--- src/rtl/ui_call_ctrl_if.sv ---
// ui_call_ctrl_if
//   Bundles the signals that pass between the call-control FSM and the button,
//   keypad and application layers.
//   master : the user-interface/application side. It drives the button pulses,
//            the keypad digits, the status codes and cmd_ack.
//   slave  : the ui_call_ctrl controller. It drives the state, cursor, dial
//            buffer, command channel and timed_out.
interface ui_call_ctrl_if #(
    parameter int NUM_DIGITS = 4,
    parameter int MENU_ITEMS = 4
);
    logic                                 init;
    logic                                 enter;
    logic                                 up;
    logic                                 down;
    logic                                 left;
    logic                                 right;
    logic                                 digit_valid;
    logic [3:0]                           digit;
    logic [2:0]                           inc_command;
    logic                                 cmd_ack;
    logic [2:0]                           command;
    logic                                 command_valid;
    logic [2:0]                           current_state;
    logic [$clog2(MENU_ITEMS)-1:0]        current_menu_item;
    logic [4*NUM_DIGITS-1:0]              phn_num;
    logic [$clog2(NUM_DIGITS+1)-1:0]      digit_count;
    logic                                 timed_out;

    modport master (
        output init, enter, up, down, left, right, digit_valid, digit,
               inc_command, cmd_ack,
        input  command, command_valid, current_state, current_menu_item,
               phn_num, digit_count, timed_out
    );

    modport slave (
        input  init, enter, up, down, left, right, digit_valid, digit,
               inc_command, cmd_ack,
        output command, command_valid, current_state, current_menu_item,
               phn_num, digit_count, timed_out
    );
endinterface

--- src/rtl/ui_call_ctrl.sv ---
// ui_call_ctrl
//   Call-control and menu FSM for the telephony user interface.
//   Ports:
//     clk   : system clock
//     reset : synchronous, active-high
//     bus   : ui_call_ctrl_if.slave. Inputs are the buttons, the keypad and
//             the status codes. Outputs are the state, the cursor, the dial
//             buffer and the command channel.
//
//   state    | meaning
//   ---------+---------------------------------------------------------
//   INIT     | waiting for enter/init after reset
//   IDLE     | home screen
//   MENU     | main menu; item 0 opens the dialler
//   DIALING  | collecting digits into the dial buffer
//   OUTGOING | CALL issued, ringing far end (timed)
//   INCOMING | incoming call; item 0=REJECT, 1=ACCEPT (timed)
//   BUSY     | call in progress; item 0=CALLER_ID, 1=END
//   ENDING   | HANGUP issued, waiting for call-ended status (timed)
module ui_call_ctrl #(
    parameter int NUM_DIGITS   = 4,
    parameter int MENU_ITEMS   = 4,
    parameter int RING_TIMEOUT = 1000
) (
    input  logic              clk,
    input  logic              reset,
    ui_call_ctrl_if.slave     bus
);
    localparam int IW = $clog2(MENU_ITEMS);
    localparam int CW = $clog2(NUM_DIGITS + 1);
    localparam int TW = $clog2(RING_TIMEOUT);

    typedef enum logic [2:0] {
        S_INIT = 3'd0, S_IDLE = 3'd1, S_MENU = 3'd2, S_DIALING = 3'd3,
        S_OUTGOING = 3'd4, S_INCOMING = 3'd5, S_BUSY = 3'd6, S_ENDING = 3'd7
    } state_t;

    localparam logic [2:0] CMD_NONE   = 3'd0;
    localparam logic [2:0] CMD_CALL   = 3'd1;
    localparam logic [2:0] CMD_ACCEPT = 3'd2;
    localparam logic [2:0] CMD_REJECT = 3'd3;
    localparam logic [2:0] CMD_HANGUP = 3'd4;

    localparam logic [2:0] INC_CONNECTED = 3'd1;
    localparam logic [2:0] INC_INCOMING  = 3'd5;
    localparam logic [2:0] INC_ENDED     = 3'd6;

    state_t                  r_state, w_state_n;
    logic [IW-1:0]           r_item, w_item_n;
    logic [4*NUM_DIGITS-1:0] r_phn, w_phn_n;
    logic [CW-1:0]           r_cnt, w_cnt_n;
    logic [2:0]              r_cmd, w_cmd_n;
    logic                    r_cmd_valid, w_valid_n;
    logic [TW-1:0]           r_timer, w_timer_n;
    logic                    r_timed_out, w_to_n;

    logic w_timing, w_tc, w_any_btn, w_digit_ok;

    assign w_timing   = (r_state == S_OUTGOING) || (r_state == S_INCOMING) ||
                        (r_state == S_ENDING);
    assign w_tc       = w_timing && (r_timer == TW'(RING_TIMEOUT - 1));
    assign w_any_btn  = bus.enter | bus.left | bus.right | bus.up | bus.down;
    assign w_digit_ok = bus.digit_valid && (bus.digit <= 4'd9);

    always_ff @(posedge clk) begin
        if (reset) begin
            r_state     <= S_INIT;
            r_item      <= '0;
            r_phn       <= '0;
            r_cnt       <= '0;
            r_cmd       <= CMD_NONE;
            r_cmd_valid <= 1'b0;
            r_timer     <= '0;
            r_timed_out <= 1'b0;
        end else begin
            r_state     <= w_state_n;
            r_item      <= w_item_n;
            r_phn       <= w_phn_n;
            r_cnt       <= w_cnt_n;
            r_cmd       <= w_cmd_n;
            r_cmd_valid <= w_valid_n;
            r_timer     <= w_timer_n;
            r_timed_out <= w_to_n;
        end
    end

    always_comb begin
        w_state_n = r_state;
        w_item_n  = r_item;
        w_phn_n   = r_phn;
        w_cnt_n   = r_cnt;
        w_cmd_n   = r_cmd;
        w_valid_n = r_cmd_valid;
        w_to_n    = 1'b0;
        w_timer_n = w_timing ? r_timer + TW'(1) : '0;

        // Retire the pending command on ack. A command issued later in this
        // block overrides the retirement, which lets a timeout HANGUP win.
        if (r_cmd_valid && bus.cmd_ack) begin
            w_cmd_n   = CMD_NONE;
            w_valid_n = 1'b0;
        end

        case (r_state)
            S_INIT: begin
                if (bus.enter || bus.init) w_state_n = S_IDLE;
            end
            S_IDLE: begin
                if (bus.inc_command == INC_INCOMING) w_state_n = S_INCOMING;
                else if (bus.right)                  w_state_n = S_MENU;
            end
            S_MENU: begin
                if (bus.inc_command == INC_INCOMING) w_state_n = S_INCOMING;
                else if (bus.enter && r_item == '0) begin
                    w_state_n = S_DIALING;
                    w_phn_n   = '0;
                    w_cnt_n   = '0;
                end
                else if (bus.left) w_state_n = S_IDLE;
                else if (bus.up)
                    w_item_n = (r_item == '0) ? IW'(MENU_ITEMS - 1) : r_item - IW'(1);
                else if (bus.down)
                    w_item_n = (r_item == IW'(MENU_ITEMS - 1)) ? '0 : r_item + IW'(1);
            end
            S_DIALING: begin
                if (bus.inc_command == INC_INCOMING) w_state_n = S_INCOMING;
                else if (bus.enter) begin
                    if (r_cnt != '0 && !r_cmd_valid) begin
                        w_cmd_n   = CMD_CALL;
                        w_valid_n = 1'b1;
                        w_state_n = S_OUTGOING;
                    end
                end
                else if (bus.left) begin
                    if (r_cnt == '0) w_state_n = S_MENU;
                    else begin
                        for (int i = 0; i < NUM_DIGITS; i++)
                            if (CW'(i) == r_cnt - CW'(1)) w_phn_n[4*i +: 4] = 4'd0;
                        w_cnt_n = r_cnt - CW'(1);
                    end
                end
                else if (!w_any_btn && w_digit_ok && r_cnt < CW'(NUM_DIGITS)) begin
                    for (int i = 0; i < NUM_DIGITS; i++)
                        if (CW'(i) == r_cnt) w_phn_n[4*i +: 4] = bus.digit;
                    w_cnt_n = r_cnt + CW'(1);
                end
            end
            S_OUTGOING: begin
                if (bus.inc_command == INC_CONNECTED)  w_state_n = S_BUSY;
                else if (bus.inc_command == INC_ENDED) w_state_n = S_IDLE;
                else if (w_tc) begin
                    // Timeout HANGUP replaces any unacknowledged command.
                    w_cmd_n   = CMD_HANGUP;
                    w_valid_n = 1'b1;
                    w_to_n    = 1'b1;
                    w_state_n = S_ENDING;
                end
            end
            S_INCOMING: begin
                if (bus.inc_command == INC_ENDED) w_state_n = S_IDLE;
                else if (w_tc) begin
                    w_to_n    = 1'b1;
                    w_state_n = S_IDLE;
                end
                else if (bus.enter) begin
                    if (!r_cmd_valid) begin
                        w_cmd_n   = (r_item == IW'(1)) ? CMD_ACCEPT : CMD_REJECT;
                        w_valid_n = 1'b1;
                        w_state_n = (r_item == IW'(1)) ? S_BUSY : S_IDLE;
                    end
                end
                else if (bus.up || bus.down) w_item_n = r_item ^ IW'(1);
            end
            S_BUSY: begin
                if (bus.inc_command == INC_ENDED) w_state_n = S_IDLE;
                else if (bus.enter) begin
                    if (r_item == IW'(1) && !r_cmd_valid) begin
                        w_cmd_n   = CMD_HANGUP;
                        w_valid_n = 1'b1;
                        w_state_n = S_ENDING;
                    end
                end
                else if (bus.up || bus.down) w_item_n = r_item ^ IW'(1);
            end
            S_ENDING: begin
                if (bus.inc_command == INC_ENDED) w_state_n = S_IDLE;
                else if (w_tc) begin
                    w_to_n    = 1'b1;
                    w_state_n = S_IDLE;
                end
            end
            default: w_state_n = S_INIT;
        endcase

        if (w_state_n != r_state) begin
            w_item_n  = '0;
            w_timer_n = '0;
        end
    end

    always_comb begin
        bus.current_state     = r_state;
        bus.current_menu_item = r_item;
        bus.phn_num           = r_phn;
        bus.digit_count       = r_cnt;
        bus.command           = r_cmd;
        bus.command_valid     = r_cmd_valid;
        bus.timed_out         = r_timed_out;
    end
endmodule

--- src/flat_wrapper.sv ---
// flat-port wrapper written by rule: the top's interface ports become plain ports
module ui_call_ctrl_flat 
#(
    parameter int NUM_DIGITS   = 4,
    parameter int MENU_ITEMS   = 4,
    parameter int RING_TIMEOUT = 1000
)
  (clk, reset, bus_init, bus_enter, bus_up, bus_down, bus_left, bus_right, bus_digit_valid, bus_digit, bus_inc_command, bus_cmd_ack, bus_command, bus_command_valid, bus_current_state, bus_current_menu_item, bus_phn_num, bus_digit_count, bus_timed_out);
  ui_call_ctrl_if #(.NUM_DIGITS(NUM_DIGITS), .MENU_ITEMS(MENU_ITEMS)) bus_i ();
  input  logic clk;
  input  logic reset;
  input wire logic [$bits(bus_i.init)-1:0] bus_init;
  input wire logic [$bits(bus_i.enter)-1:0] bus_enter;
  input wire logic [$bits(bus_i.up)-1:0] bus_up;
  input wire logic [$bits(bus_i.down)-1:0] bus_down;
  input wire logic [$bits(bus_i.left)-1:0] bus_left;
  input wire logic [$bits(bus_i.right)-1:0] bus_right;
  input wire logic [$bits(bus_i.digit_valid)-1:0] bus_digit_valid;
  input wire logic [$bits(bus_i.digit)-1:0] bus_digit;
  input wire logic [$bits(bus_i.inc_command)-1:0] bus_inc_command;
  input wire logic [$bits(bus_i.cmd_ack)-1:0] bus_cmd_ack;
  output wire logic [$bits(bus_i.command)-1:0] bus_command;
  output wire logic [$bits(bus_i.command_valid)-1:0] bus_command_valid;
  output wire logic [$bits(bus_i.current_state)-1:0] bus_current_state;
  output wire logic [$bits(bus_i.current_menu_item)-1:0] bus_current_menu_item;
  output wire logic [$bits(bus_i.phn_num)-1:0] bus_phn_num;
  output wire logic [$bits(bus_i.digit_count)-1:0] bus_digit_count;
  output wire logic [$bits(bus_i.timed_out)-1:0] bus_timed_out;
  assign bus_i.init = bus_init;
  assign bus_i.enter = bus_enter;
  assign bus_i.up = bus_up;
  assign bus_i.down = bus_down;
  assign bus_i.left = bus_left;
  assign bus_i.right = bus_right;
  assign bus_i.digit_valid = bus_digit_valid;
  assign bus_i.digit = bus_digit;
  assign bus_i.inc_command = bus_inc_command;
  assign bus_i.cmd_ack = bus_cmd_ack;
  assign bus_command = bus_i.command;
  assign bus_command_valid = bus_i.command_valid;
  assign bus_current_state = bus_i.current_state;
  assign bus_current_menu_item = bus_i.current_menu_item;
  assign bus_phn_num = bus_i.phn_num;
  assign bus_digit_count = bus_i.digit_count;
  assign bus_timed_out = bus_i.timed_out;
  ui_call_ctrl #(.NUM_DIGITS(NUM_DIGITS), .MENU_ITEMS(MENU_ITEMS), .RING_TIMEOUT(RING_TIMEOUT)) u_core (.clk(clk), .reset(reset), .bus(bus_i));
endmodule
--- config.mk ---
export PLATFORM = sky130hd
export DESIGN_NAME = ui_call_ctrl_flat
export DESIGN_NICKNAME = d
export VERILOG_FILES = /design/src/rtl/ui_call_ctrl_if.sv /design/src/rtl/ui_call_ctrl.sv /design/src/flat_wrapper.sv
export SDC_FILE = /design/constraint.sdc
export NUM_CORES = 1
export LEC_CHECK = 0
export CAP_MARGIN = 20
export CORE_MARGIN = 3
export CORE_UTILIZATION = 31
export CTS_CLUSTER_SIZE = 20
export DETAILED_ROUTE_END_ITERATION = 8
export GPL_TIMING_DRIVEN = 0
export PLACE_DENSITY_LB_ADDON = 0.3
export SYNTH_ARGS = -nofsm -noshare
export SYNTH_HDL_FRONTEND = slang
export SYNTH_SLANG_ARGS = --single-unit
--- constraint.sdc ---
create_clock -name clk -period 2.9 [get_ports clk]
set_input_delay 0.58 -clock clk [delete_from_list [all_inputs] [get_ports clk]]
set_output_delay 0.58 -clock clk [all_outputs]
set_load 0.005 [all_outputs]
[Word level (Yosys, flattened, before mapping)]
Cells that the tools add are included.
Operators by class
  add/subtract/negate cells: 5
  $lt $le $gt $ge: 2
  equality and inequality tests: 40
  muxes and demuxes: 97
  bitwise gates (word level): 6
  reduce and logical (&&, ||, !) cells: 30
Operators with widths (number)
  $mux 3: 45
  $mux 16: 7
  $reduce_and 9->1: 4
  $mux 4: 8
  $pmux 16 s2: 1
  $ne 3x2->1 const B: 9
  $pmux 3 s8: 1
  $mux 1: 20
  $mux 2: 10
  $eq 3x3->1 const B: 6
  $ne 2x2->1 const B: 8
  $eq 2x3->1 const A: 4
  $pmux 3 s4: 1
  $add 10x1->10 const B: 1
  $eq 10x10->1 const B: 1
  $logic_not 3->1: 3
  $logic_and 1x1->1: 8
  $reduce_and 8->1: 1
  $reduce_and 7->1: 1
  $eq 1x3->1 const A: 2
  $eq 3x1->1 const B: 2
  $eq 3x2->1 const B: 2
  $ne 3x3->1 const B: 2
  $pmux 2 s3: 1
  22 further kinds: 32
Word-level totals
  bits in registers: 39
  output and inout bits: 29

[Longest topological paths before layout]
Gate-level depths: netlist (run 1).
  depth after elaboration: 12
  mapped depth: 8
  gate-level depth less buffers: 8

[Worst setup path after synthesis (run 1)]
Ideal clock, no wire load.
  path kind: reg2reg
  from: register u_core.r_timer[0]
  to: register u_core.r_timer[3]
  setup time: 63 ps
  data arrival time: 2056 ps
  path slack: 780 ps
  cell stages (with the launch flop): 9
  path buffers: 2
  period minus slack after synthesis: 2120 ps
  cell sequence: dfxtp_1 ha_1 bufbuf_16 and3_4 buf_6 or4_4 a21oi_2 o211ai_4 nor2_2
On the way
  cells in the longest elaborated chain, start to end: 8
RTL lines
  from (decl): line ui_call_ctrl.sv:54  | logic [TW-1:0] r_timer, w_timer_n;
  from (signal assigned): line ui_call_ctrl.sv:82  | r_timer <= w_timer_n;
  $eq 10x10->1: line ui_call_ctrl.sv:61  | assign w_tc = w_timing && (r_timer == TW'(RING_TIMEOUT - 1));
  $logic_and 1x1->1: line ui_call_ctrl.sv:61
  $mux 3: line ui_call_ctrl.sv:151  | else if (w_tc) begin
  $mux 3: line ui_call_ctrl.sv:150  | else if (bus.inc_command == INC_ENDED) w_state_n = S_IDLE;
  $mux 3: line ui_call_ctrl.sv:149  | if (bus.inc_command == INC_CONNECTED) w_state_n = S_BUSY;
  $pmux 3 s8: line ui_call_ctrl.sv:104  | case (r_state)
  $ne 3x3->1: line ui_call_ctrl.sv:195  | if (w_state_n != r_state) begin
  $reduce_or 3->1 (no line)
Parallel ways exist; a longest one is shown, timed or not.
A chain may end at the register's enable or synchronous reset.

[Worst setup path after layout (run 1)]
  from: register u_core.r_cnt[0], in the netlist u_core.bus.digit_count[0]
  to: register u_core.r_item[0], in the netlist u_core.bus.current_menu_item[0]
On the way
  cells in the longest elaborated chain, start to end: 8
RTL lines
  from (decl): line ui_call_ctrl.sv:51  | logic [CW-1:0] r_cnt, w_cnt_n;
  from (signal assigned): line ui_call_ctrl.sv:79  | r_cnt <= w_cnt_n;
  $logic_not 3->1 or $reduce_bool 3->1 (tied branches): line ui_call_ctrl.sv:135, ui_call_ctrl.sv:128
  $mux 3 or $logic_and 1x1->1 (tied branches): line ui_call_ctrl.sv:135, ui_call_ctrl.sv:128
  $mux 3 (on tied branches): line ui_call_ctrl.sv:134, ui_call_ctrl.sv:128
  $mux 3 (*): line ui_call_ctrl.sv:127  | else if (bus.enter) begin
  $mux 3 (*): line ui_call_ctrl.sv:126  | if (bus.inc_command == INC_INCOMING) w_state_n = S_INCOMING;
  $pmux 3 s8 (*): line ui_call_ctrl.sv:104
  $ne 3x3->1 (*): line ui_call_ctrl.sv:195
  $reduce_or 2->1 (no line) (*)
  to (signal assigned): line ui_call_ctrl.sv:77  | r_item <= w_item_n;
  to (decl): line ui_call_ctrl.sv:49  | logic [IW-1:0] r_item, w_item_n;
Every way passes the cells marked *; elsewhere a longest branch is shown, timed or not.

==> results of run 1 <==
## routing by layer
layer	vias to the layer above	global-route usage, %	routed length, µm
met3	9	3.37	391
met5	-	0	0
li1	1173	-	-
met2	74	20.6	2860
met4	0	5.11	86
met1	1095	19.5	3250
## through the flow
stage | area [µm²] | instances | util (%)
2_1_floorplan | 2590 | 298 | -
3_3_place_gp | 3110 | 439 | 39.3
3_5_place_dp | 3110 | 439 | 39.3
4_1_cts | 3230 | 447 | 40.7
5_1_grt | 3230 | 447 | 40.7
6_report | 3230 | 447 | 40.7
## cells in the mapped netlist, types with 3 or more instances
master,count,share of area (%)
o21ai_0,6,1.2
inv_1,11,1.6
nand2b_1,3,0.72
xor2_1,6,2.0
nor3_1,5,0.96
and2_1,4,0.96
nand2_1,23,3.3
a32oi_1,4,1.3
buf_6,3,1.3
nor2_2,11,2.7
nand3_1,11,2.1
nand4_1,3,0.72
mux2i_1,18,6.9
ha_1,11,5.3
o21a_1,3,0.87
nor2_1,37,5.4
nor2b_1,3,0.72
nor4_1,3,0.72
a21oi_1,7,1.3
and3_1,3,0.72
xnor2_1,6,2.0
o32ai_1,3,1.0
nand3b_1,6,1.7
clkbuf_1,7,1.0
and3b_1,3,1.0
buf_2,6,1.2
a31oi_1,6,1.4
dfxtp_1,39,30
## power breakdown
group	leakage (nW)	switching, W	total [W]	internal (W)
clock	0.0587	0.000216	0.000477	0.000261
sequential	0.315	0.00000809	0.000548	0.000540
combinational	0.850	0.000119	0.000211	0.0000923
total	1.22	0.000343	0.00124	0.000894
## path summary, 6_finish.rpt
kind                                                        end  slack [ns]  cells after the start
worst max register to register  u_core.bus.current_menu_item[0]        0.57                      8
worst min register to register                u_core.r_timer[0]        0.48                      1
worst max-delay path            u_core.bus.current_menu_item[0]        0.57                      8
worst min-delay path                          u_core.r_timer[0]        0.48                      1
## flip-flops by register name, summed over array words and instances (netlist names)
| name | flops |
|---|---|
| u_core.bus.phn_num | 16 |
| u_core.bus.command | 3 |
| u_core.bus.timed_out | 1 |
| u_core.bus.current_menu_item | 2 |
| u_core.bus.current_state | 3 |
| u_core.bus.command_valid | 1 |
| u_core.bus.digit_count | 3 |
| u_core.r_timer | 10 |
## final cells by class
| type | instances | area share, % |
|---|---|---|
| Sequential cell | 39 | 24.2 |
| Inverter | 11 | 1.28 |
| Tap cell | 102 | 3.95 |
| Timing Repair Buffer | 39 | 12.1 |
| Clock buffer | 5 | 2.13 |
| Multi-Input combinational cell | 229 | 50.2 |
| Clock inverter | 3 | 1.47 |
| Buffer | 19 | 4.69 |
## cells by family (layout without fill, tap and decap cells)
group	count (synthesis)	in the layout
adders and majority gates	11	11
AOI/OAI and AO/OA	55	55
and+or+nand+nor	132	132
xor gates and xnor gates	12	12
muxes	19	19
DFF	39	39
buffers and inverters	30	77
==> impl_metrics.yaml, run 1 <==
outcome:
  outcome: "finished clean"
critical_path:
  critical_path_class: "flip-flop to flip-flop"
  crit_chain: "inv_1 -> ha_1 -> nor2b_1 -> o221ai_1 -> o221a_1 -> nor4b_1 -> o32ai_1 -> nor4_2"
  critPathLaunchType: "flip-flop"
  reg2reg_from: "u_core.bus.digit_count[0]"
  max_stage_delay_ns: 0.45
  worst_path_max_delay_cell: "dfxtp_1"
  path_max_fanout: 7
  critPathRequiredTime_ns: 3.12
  path_buf_inv: 1
  critical_path_arrival_ns: 2.55
  crit_start: "u_core.bus.digit_count[0]"
  end_kind: "flip-flop"
  cp_top_family: "simple AND/OR/NAND/NOR gates"
logic_synthesis:
  synthAdderAreaFrac_pct: 5.30
  yosys.area_share.simple_pct: 29.0
  ys_warn_count: 0
  synth_compound_area_share_pct: 16.7
  ys_seq_elements: 39
  syn_area_per_cell_um2: 8.71
  netlist_instances: 298
  ys_seq_area_share_pct: 30.1
  synth_flop_cell: "dfxtp_1"
  synthesis.nets: 326
  muxShareOfSynthArea_pct: 7.38
  synthXorXnorAreaFrac_pct: 4.05
  syn_area_um2: 2590
  ys_types: 66
  synth_top_family_by_area: "simple AND/OR/NAND/NOR gates"
  synth_edf_count: 0
  async_flop_share_pct: 0
sta:
  fin_hold_ws_ns: 0.481
  worstMarginPinSlew_ns: 0.627
  setup_tns_ns: 0
  max_freq_mhz: 430
  rsz0062_at_grt: "false"
  finalWorstSetupSlack_ns: 0.573
  period_share_pct: 80.2
  clock_skew_ns: 0.00573
  finalSetupViolCount: 0
  drv_slew: 0
  slew_headroom_pct: 58.1
  hold_violations: 0
  fin_crit_ns: 2.33
route:
  via_per_inst: 5.26
  routedWlPerCell_um: 14.7
  drc: 0
  drt_iter0_drc: 153
  drt-pass1-iter-count: 4
  dr_total_vias: 2351
  wl_mm: 6.59
  drtAntennaViolNets: 0
floorplanning:
  dieWidth_um: 97.5
  dieArea_um2: 9500
  rows: 32
  ios: 46
  core_area_um2: 7930
  fp.dieH_um: 97.5
  initial_core_util_pct: 32.7
cts:
  cts_sinks: 39
  htree_levels: 2
  post_cts_resized: 0
  clk_pin_slew_ns: 0.08
  cts_setup_buffers: 0
  cts_made_buffers: 5
  clk_latency_ns: 0.30
  cts_tree: "built"
  root_buffer: "clkbuf_8"
  cts_buffer_depth: 2
  cts_hold_buf: 0
finish:
  diodes: 0
  syn_to_final_growth_pct: 24.4
  drive_gt1_share_pct: 14.5
  layout_common_cells: "clkdlybuf4s50_1 (39), dfxtp_1 (39), nor2_1 (37), nand2_1 (23), mux2i_1 (18)"
  fillers: 832
  multi_input_area_um2: 1620
  register_area_um2: 781
  final_nets: 372
flow_run:
  drv_cap: 0
placement:
  gp_congestion: 0.853
  pre_cts_ws_ns: 0.325
  port_buffers: 39
  hpwlAfterDp_mm: 5.04
global_route:
  grt_pass1_wl_mm: 10.9
  grt.total_usage_pct: 13.9
  antenna_found_initial: 0
  grt_overflow: 0
  grt_max_degree: 15
  grt_pass1_vias: 2234
power_and_ir_drop:
  peakVddDrop_v: 0.000194
  total_power_w: 0.00124
  power_density_nw_per_um2: 383
  p_leak_nw: 1.22
worst_hold_path:
  hold_path_class: "flip-flop to flip-flop"
  min_from: "u_core.r_timer[0]"
(Power assumes the default switching activity.)
==> run 2, diff against run 1 <==
==> constraint.sdc (replaced) <==
create_clock -name clk -period 2.1 [get_ports clk]
set_input_delay 0.42 -clock clk [delete_from_list [all_inputs] [get_ports clk]]
set_output_delay 0.42 -clock clk [all_outputs]
set_load 0.005 [all_outputs]
==> run 2 against run 1 <==
Compared with the run above: combinational power grew 64%; critical path depth unchanged; non-clock buffer count increased by 4; first-iteration DRC count shrank 13%; critical path type unchanged; largest power group unchanged.
==> impl_metrics.yaml, run 2 (synthesis gave the netlist of run 1 again) <==
cts:
  cts_made_buffers: 5
  cts_buffer_depth: 2
  htree_levels: 2
  cts_tree: "built"
  clk_latency_ns: 0.32
  clk_pin_slew_ns: 0.08
  root_buffer: "clkbuf_8"
  cts_sinks: 39
sta:
  period_share_pct: 99.0
  fin_crit_ns: 2.08
  rsz0062_at_grt: "true"
  finalWorstSetupSlack_ns: 0.0200
  max_freq_mhz: 481
  slew_headroom_pct: 65.0
  hold_violations: 0
  worstMarginPinSlew_ns: 0.519
  drv_slew: 0
  clock_skew_ns: 0.0102
  finalSetupViolCount: 0
finish:
  drive_gt1_share_pct: 23.1
  syn_to_final_growth_pct: 31.3
  post-route-util_pct: 43.0
  finalInstanceArea_um2: 3410
  final_nets: 377
  final_cells: 452
  diodes: 0
  layout_commonest_cell: "clkdlybuf4s50_1"
  largest_reg_flops: 16
  layout_common_cells: "clkdlybuf4s50_1 (39), nor2_1 (36), dfxtp_1 (28), nand2_1 (23), mux2i_1 (18)"
power_and_ir_drop:
  total_power_w: 0.00175
  peakVddDrop_v: 0.000264
  power_density_nw_per_um2: 514
  p_leak_nw: 1.27
global_route:
  grt_max_degree: 14
  grt_pass1_wl_mm: 11.2
  antenna_found_initial: 0
  grt.total_usage_pct: 14.6
  grt_overflow: 0
  grt_pass1_vias: 2208
critical_path:
  critical_path_arrival_ns: 2.27
  path_buf_inv: 2
  path_max_fanout: 10
  critical_path_class: "flip-flop to flip-flop"
  critPathRequiredTime_ns: 2.29
  max_stage_delay_ns: 0.45
  worst_path_max_delay_cell: "or3b_1"
  critPathLaunchType: "flip-flop"
  cp_top_family: "compound AO/OA/AOI/OAI gates"
  end_kind: "flip-flop"
  crit_chain: "clkbuf_4 -> or3b_1 -> a21oi_2 -> o2bb2ai_1 -> nor4_4 -> buf_4 -> o211ai_4 -> nor2_2"
route:
  drc: 0
  wl_mm: 7.01
  dr_total_vias: 2385
  routedWlPerCell_um: 15.5
  drtAntennaViolNets: 0
  drt_iter0_drc: 133
  drt-pass1-iter-count: 5
  via_per_inst: 5.28
floorplanning:
  dieArea_um2: 9500
  core_area_um2: 7930
  fp.dieH_um: 97.5
  ios: 46
  dieWidth_um: 97.5
  rows: 32
  initial_core_util_pct: 32.7
flow_run:
  drv_cap: 0
placement:
  pre_cts_ws_ns: -0.345
  place_area_um2: 3120
  hpwlAfterDp_mm: 5.07
  port_buffers: 39
  gp_congestion: 0.898
  place_inst: 439
worst_hold_path:
  hold_path_class: "flip-flop to flip-flop"
outcome:
  outcome: "finished clean"
==> run 2: cell types whose count changed in the layout (fill, tap and decap cells not counted), sizes merged <==
cell | before | now
buf | 9 | 14
clkbuf | 12 | 11
clkinv | 1 | 2
inv | 12 | 11
o211ai | 1 | 2
==> run 2: metal layers <==
layer	share of wire, %	vias up	GRT usage (%)	wire (µm)
met5	0	-	0	0
met4	2.7	0	7.14	188
met3	7.4	17	4.31	521
met2	43	99	20.8	3050
met1	46	1090	19.9	3250
li1	-	1179	-	-
==> run 2: stage by stage <==
stage / TNS (ns) / hold WS, ns
after floorplan: 0 / 0.440
after global placement: -4.87 / 0.457
after detailed placement: -4.93 / 0.465
after CTS: 0 / 0.441
after global routing: -0.191 / 0.458
final: 0 / 0.439
==> run 2: timing repair <==
action | 4_1_cts | 5_1_grt
setup endpoints to repair | 27 | 29
pin swaps | 11 | 5
resized for setup | 11 | 22
buffers inserted | 3 | 3
hold buffers | 0 | 0
gates cloned | 1 | 0
==> run 2: layout make-up <==
cell class / count / area, µm²
well taps: 102 / 128
clock buffers: 5 / 68.8
plain buffers: 17 / 146
fillers: 811 / 4520
multi-input cells: 230 / 1740
clock inverters: 3 / 43.8
repair buffers: 45 / 435
flip-flops and latches: 39 / 802
inverters: 11 / 41.3
==> run 2: worst register-to-register path: stages, from the launching register on <==
cell       delay [ns]
dfxtp_1          0.31
clkbuf_4         0.18
or3b_1           0.45
a21oi_2          0.22
o2bb2ai_1        0.22
nor4_4           0.07
buf_4            0.17
o211ai_4         0.29
nor2_2           0.05
==> run 2: worst paths after layout <==
kind | start | end | slack, ns | cells past startpoint
max | u_core.bus.current_state[1] | u_core.r_timer[4] | 0.02 | 8
min | u_core.r_timer[0] | u_core.r_timer[0] | 0.44 | 1
max reg2reg | u_core.bus.current_state[1] | u_core.r_timer[4] | 0.02 | 8
min reg2reg | u_core.r_timer[0] | u_core.r_timer[0] | 0.44 | 1
==> run 2: where the power goes <==
| part | internal [W] | total (W) | switching (W) | leakage, nW |
|---|---|---|---|---|
| logic | 0.000153 | 0.000346 | 0.000192 | 0.894 |
| registers | 0.000744 | 0.000755 | 0.0000112 | 0.321 |
| clock network | 0.000354 | 0.000653 | 0.000299 | 0.0581 |
| total | 0.00125 | 0.00175 | 0.000502 | 1.27 |
